File: src/rtl/johnson_decoder.sv
// ---------------------------------------------------------------------------
// johnson_decoder
//
// Receive-side checker for a Johnson counter stream. Each sample marked by
// in_valid is decoded to its binary index 0..2N-1, illegal codes are flagged,
// and a two-state lock FSM follows the stream. Once LOCKED, any legal code that
// is not the expected successor is reported as a sequence error.
//
// Code convention (counter step q <= {q[N-2:0], ~q[N-1]} starting from 0):
//   k = 0..N      : low k bits 1, rest 0
//   k = N+1..2N-1 : low (k-N) bits 0, rest 1
//
// Handshake: in_valid has no backpressure. q_in is consumed on every rising
// edge where in_valid=1. Every output is registered, so the effect of a sample
// taken at edge t is visible after edge t+1. The outputs idx_valid, illegal and
// seq_err are single-cycle pulses.
//
// Optional feature: define JOHNSON_DEC_STALL_EN to treat a repeated legal code
// (k == previous index) as a hold. In that case idx_valid pulses and nothing
// else changes. When the macro is not defined, a repeat counts as a mismatch.
//
// Ports
//   clk        in   1    rising-edge clock
//   reset      in   1    asynchronous active-low reset
//   in_valid   in   1    q_in is sampled this cycle
//   q_in       in   N    Johnson code from the counter
//   idx        out  IW   decoded index of the last valid legal sample
//   idx_valid  out  1    pulse: idx was updated
//   illegal    out  1    pulse: the sampled code is not a Johnson code
//   seq_err    out  1    pulse: legal code but not the successor (LOCKED only)
//   locked     out  1    FSM is in LOCKED (this is the FSM state bit)
//   err_cnt    out  8    saturating count of illegal + seq_err events
// ---------------------------------------------------------------------------
module johnson_decoder #(
    parameter  int N        = 8,
    parameter  int LOCK_CNT = 4,
    localparam int IW       = $clog2(2*N)
) (
    input  logic          clk,
    input  logic          reset,
    input  logic          in_valid,
    input  logic [N-1:0]  q_in,
    output logic [IW-1:0] idx,
    output logic          idx_valid,
    output logic          illegal,
    output logic          seq_err,
    output logic          locked,
    output logic [7:0]    err_cnt
);

    typedef enum logic {
        UNLOCKED = 1'b0,
        LOCKED   = 1'b1
    } state_t;

    localparam logic [7:0]    LOCK_TARGET = 8'(LOCK_CNT);
    localparam logic [IW-1:0] LAST_IDX    = IW'(2*N-1);

    state_t        state_q;
    logic [IW-1:0] idx_q;
    logic          idx_valid_q;
    logic          illegal_q;
    logic          seq_err_q;
    logic [7:0]    err_cnt_q;
    logic [7:0]    step_q;
    logic [IW-1:0] prev_q;
    logic          prev_valid_q;

    // Combinational decode of the current sample
    logic [N-1:0]  norm;
    logic [N-1:0]  norm_inc;
    logic          code_legal;
    logic [IW-1:0] ones;
    logic [IW-1:0] code_idx;
    logic [IW-1:0] exp_idx;
    logic          stall_hit;

    always_comb begin
        // Fold the upper half of the cycle onto the lower half. After this,
        // every legal code has the form 0..01..1.
        norm       = q_in[N-1] ? ~q_in : q_in;
        norm_inc   = norm + {{(N-1){1'b0}}, 1'b1};
        // A value of the form 0..01..1 has no bit that survives AND with itself + 1.
        code_legal = ((norm & norm_inc) == '0);

        ones = '0;
        for (int i = 0; i < N; i++) begin
            ones = ones + IW'(norm[i]);
        end
        // MSB clear: k = number of ones. MSB set: k = N + number of zeros.
        code_idx = q_in[N-1] ? (IW'(N) + ones) : ones;

        exp_idx = (prev_q == LAST_IDX) ? '0 : (prev_q + IW'(1));

`ifdef JOHNSON_DEC_STALL_EN
        stall_hit = (code_idx == prev_q);
`else
        stall_hit = 1'b0;
`endif
    end

    always_ff @(posedge clk or negedge reset) begin
        if (!reset) begin
            state_q      <= UNLOCKED;
            idx_q        <= '0;
            idx_valid_q  <= 1'b0;
            illegal_q    <= 1'b0;
            seq_err_q    <= 1'b0;
            err_cnt_q    <= 8'd0;
            step_q       <= 8'd0;
            prev_q       <= '0;
            prev_valid_q <= 1'b0;
        end else begin
            idx_valid_q <= 1'b0;
            illegal_q   <= 1'b0;
            seq_err_q   <= 1'b0;
            if (in_valid) begin
                if (!code_legal) begin
                    // Drop all acquisition progress. The next legal code starts again.
                    illegal_q    <= 1'b1;
                    state_q      <= UNLOCKED;
                    step_q       <= 8'd0;
                    prev_valid_q <= 1'b0;
                    if (err_cnt_q != 8'hFF) begin
                        err_cnt_q <= err_cnt_q + 8'd1;
                    end
                end else begin
                    idx_q       <= code_idx;
                    idx_valid_q <= 1'b1;
                    if (!prev_valid_q) begin
                        // The first legal code after reset or after an illegal code
                        // only anchors the sequence. It does not count as a step.
                        prev_q       <= code_idx;
                        prev_valid_q <= 1'b1;
                    end else if (stall_hit) begin
                        // The counter has not advanced yet. Hold all state.
                        prev_q <= prev_q;
                    end else if (code_idx == exp_idx) begin
                        prev_q <= code_idx;
                        if (state_q == UNLOCKED) begin
                            if (step_q + 8'd1 == LOCK_TARGET) begin
                                state_q <= LOCKED;
                                step_q  <= 8'd0;
                            end else begin
                                step_q <= step_q + 8'd1;
                            end
                        end
                    end else begin
                        // Resynchronise on the code that arrived.
                        prev_q <= code_idx;
                        step_q <= 8'd0;
                        if (state_q == LOCKED) begin
                            seq_err_q <= 1'b1;
                            state_q   <= UNLOCKED;
                            if (err_cnt_q != 8'hFF) begin
                                err_cnt_q <= err_cnt_q + 8'd1;
                            end
                        end
                    end
                end
            end
        end
    end

    assign idx       = idx_q;
    assign idx_valid = idx_valid_q;
    assign illegal   = illegal_q;
    assign seq_err   = seq_err_q;
    assign locked    = (state_q == LOCKED);
    assign err_cnt   = err_cnt_q;

endmodule

File: config.mk
export PLATFORM = sky130hd
export DESIGN_NAME = johnson_decoder
export DESIGN_NICKNAME = d
export VERILOG_FILES = /design/src/rtl/johnson_decoder.sv
export SDC_FILE = /design/constraint.sdc
export NUM_CORES = 1
export LEC_CHECK = 0
export BUFFER_PORTS_ARGS = -buffer_cell sky130_fd_sc_hd__clkbuf_2
export CAP_MARGIN = 15
export CORE_ASPECT_RATIO = 0.5
export CORE_MARGIN = 8
export CORE_UTILIZATION = 60
export DETAILED_ROUTE_END_ITERATION = 10
export HOLD_SLACK_MARGIN = 0.02
export PLACE_DENSITY_LB_ADDON = 0.05
export REMOVE_ABC_BUFFERS = 1
export SKIP_CTS_REPAIR_TIMING = 1
export SYNTH_ARGS = -nofsm -noshare
export SYNTH_HDL_FRONTEND = slang
export SYNTH_SLANG_ARGS = --single-unit
export TNS_END_PERCENT = 10
File: constraint.sdc
create_clock -name clk -period 6 [get_ports clk]
set_input_delay 0.9 -clock clk [delete_from_list [all_inputs] [get_ports clk]]
set_output_delay 0.9 -clock clk [all_outputs]
set_load 0.01 [all_outputs]
==> summary.md <==
| Metric | Value |
|---|---|
| Status | finished, final reports clean |
| Avg Cell Area, Syn | 9.70 µm² |
| Final period util | 0.833 |
| Unrepaired setup endpoints after global routing | no |
| WHS | 0.503 ns |
| Largest net degree at the start of global routing | 26 |
| Rel. slew slack | 0.581 |
| Rows | 13 |
| Vias in the first global route | roughly 1,400 |
| Placed cell area | 1870 µm² |
| Worst min path class | reg2reg |
| CTS tree | done |
| Arrival @ worst endpoint | 5.16 ns |
| Max Buffers Root-to-Sink | 2 |
| Post-synthesis mux area share | 0.0330 |
| Critical Path RT | between 6 and 7 ns |
| Final GP Congestion | 0.788 |
| Slew Viols, Final | 0 |
| Die area | 4910 µm² |
| Post-synth top area cell | dfrtp_1 |
| DRT Pass-1 Iters | 4 |
| Endpoint class of the critical path | register |
| Seq/Total Area, Yosys | 0.367 |
| Cell area after layout | 1920 µm² |
| Post-synth EDFFs | 0 |
| Final hold vios | 0 |
| Post-synth ARST share | 1.00 |
| Critical Path Source Type | input pin |
| Crit Path Max Fanout | 13 |
| Largest family of logic cells by synthesized area | compound AO/OA/AOI/OAI gates |
| Dpl hpwl | 2.72 mm |
| Placed cells | 237 |
| Synth area leaders | dfrtp_1 37%, ha_1 7.3%, xnor2_1 6.7% |
| Root buf cell | clkbuf_8 |
| Total Power | 0.657 mW |
| Crit Path Category | in2reg |
| Compound-gate portion of the synthesized area | 0.176 |
| Core ar. | 2650 µm² |
| ANT nets after route | 0 |
| Synth warn | 0 |
| DRT iter0 DRCs | just over 80 |
| Drt drc | 0 |
| Latest clock arrival within the worst-skew pair | 0.27 ns |
| Xor and xnor area share after synthesis | 0.112 |
| Worst-path clk slew | around 0.09 ns |
| DRT Wirelength | 3.44 mm |
| Vias | 1,377 |
| TritonCTS Sinks | 25 |
| # setup viols final | 0 |
| Synth Cell Area | 1710 µm² |
| Total track usage | 0.152 |
| Syn-to-layout area delta | 12.2% |
| First-pass GRT wire length | ~6.1 mm |
| Synth Register Bits | 25 |
| Fin cells | between 200 and 250 |
| Routed len/inst | 14.3 µm |
| Clock Skew | 0.00137 ns |
| List of most frequent post-synthesis cells | 25 x dfrtp_1, 20 x inv_1, 17 x o21ai_0, 13 x xnor2_1, 10 x ha_1 |
| Max-Cap Viols | 0 |
| H-tree Lvls | 1 |
| Cell with the most instances after synthesis | dfrtp_1 |
| FMAX | 200 MHz |
| Synth Flop Type | dfrtp_1 |
| Port buffer count | 26 |
| Setup TNS Final | 0 ns |
| # IOs | 27 |
| Layout cell share with drive strength beyond 1 | 0.201 |
| Antenna violations before repair | 0 |
| CTS Buf Count | 3 |
| Distinct cells, synth | 42 |
| Vias per inst | 5.71 |
| Ant. Diodes | 0 |
| Pin slew with the least headroom to its limit | 0.629 ns |
| Synth top area share | 0.367 |
| Total congestion overflow | 0 |
| Die X | approximately 91 µm |
| Simple-gate share of the synthesized area | 0.150 |
| Min Tclk post-route | 5.00 ns |
| Peak supply drop | around 250 µV |
| Nets@finish | 229 |
| Power density cells | 343 nW/µm² |
| Die span in y | 53.7 µm |
| Post-Synth Adder-Cell Area | 0.109 |
| Initial Util | 0.644 |
| Post-Syn Instances | 176 |
| Leak Pwr | roughly 0.90 nW |
metal layers:
| metal | part of all wire | vias to the layer above | wire, µm | global-route usage |
|---|---|---|---|---|
| li1 | - | 688 | - | - |
| met1 | 0.49 | 653 | 1680 | 0.192 |
| met2 | 0.46 | 34 | 1570 | 0.267 |
| met3 | 0.045 | 2 | 156 | 0.0305 |
| met4 | 0.0079 | 0 | 27 | 0.0402 |
| met5 | 0 | - | 0 | 0 |
report_power, final:
part	internal, mW	leakage, nW	switching, mW	total [mW]
combinational	0.136	0.548	0.164	0.300
clock	0.0471	0.0217	0.0562	0.103
sequential	0.206	0.329	0.0472	0.254
worst paths after layout:
path / startpoint / to / slack, ns / cells past startpoint
worst max register to register: prev_q[0] / step_q[0] / 3.47 / 7
max in group asynchronous: reset / err_cnt[1] / 4.97 / 1
worst min-delay path: err_cnt[5] / err_cnt[5] / 0.50 / 1
worst min register to register: err_cnt[5] / err_cnt[5] / 0.50 / 1
min in group asynchronous: reset / step_q[5] / 0.63 / 1
worst max-delay path: q_in[7] / err_cnt[1] / 1.00 / 16
cell families after synthesis:
logic type	count (synthesis)
AOI/OAI and AO/OA	46
xor gates and xnor gates	21
adders and majority gates	13
buffers and inverters	22
DFF	25
muxes	5
and+or+nand+nor	44
layout by cell type, fill, tap and decap left out, types with 2 or more instances in the layout:
| master | instances |
|---|---|
| nand3_1 | 6 |
| fa_1 | 3 |
| and3_1 | 4 |
| a211oi_1 | 2 |
| dfrtp_1 | 25 |
| xor2_1 | 7 |
| a21oi_1 | 3 |
| clkbuf_2 | 26 |
| nor2b_1 | 2 |
| o21ai_0 | 17 |
| nor3_1 | 3 |
| nor4b_1 | 2 |
| o211ai_1 | 3 |
| ha_1 | 10 |
| inv_1 | 20 |
| o2111ai_1 | 2 |
| mux2_2 | 5 |
| nand2_1 | 7 |
| clkbuf_8 | 3 |
| a21o_1 | 2 |
| o22ai_1 | 3 |
| or2_2 | 2 |
| o221ai_1 | 2 |
| a31oi_1 | 6 |
| nor2_1 | 8 |
| xnor2_1 | 13 |
| a221o_1 | 2 |
final cells by class:
class | count | area (µm²)
clock buffer | 3 | 41.3
clock inverter | 1 | 7.51
fill | 199 | 736
inverter | 20 | 75.1
multi-input combinational | 129 | 990
sequential | 25 | 626
tap | 37 | 46.3
timing repair buffer | 26 | 130
critical path: stages:
cell	delay (ns)
clkbuf_2	0.29
xor2_1	0.29
inv_1	0.11
fa_1	0.54
inv_1	0.06
fa_1	0.48
ha_1	0.29
ha_1	0.18
inv_1	0.06
fa_1	0.37
xnor2_1	0.23
xnor2_1	0.17
nand3_1	0.18
o211a_1	0.32
o21ai_0	0.31
mux2_2	0.38
flip-flops by register name, summed over array words and instances (netlist names):
signal	cells
err_cnt	8
step_q	8
prev_q	4
idx_valid	1
illegal	1
locked	1
prev_valid_q	1
seq_err	1
per-stage QoR:
step	util	setup WS (ns)
after floorplan	-	1.36
after global placement	0.704	0.888
after detailed placement	0.704	0.718
after CTS	0.723	1.00
after global routing	0.723	0.636
final	0.723	1.00
No activity file was read; power rests on OpenSTA's default activity.
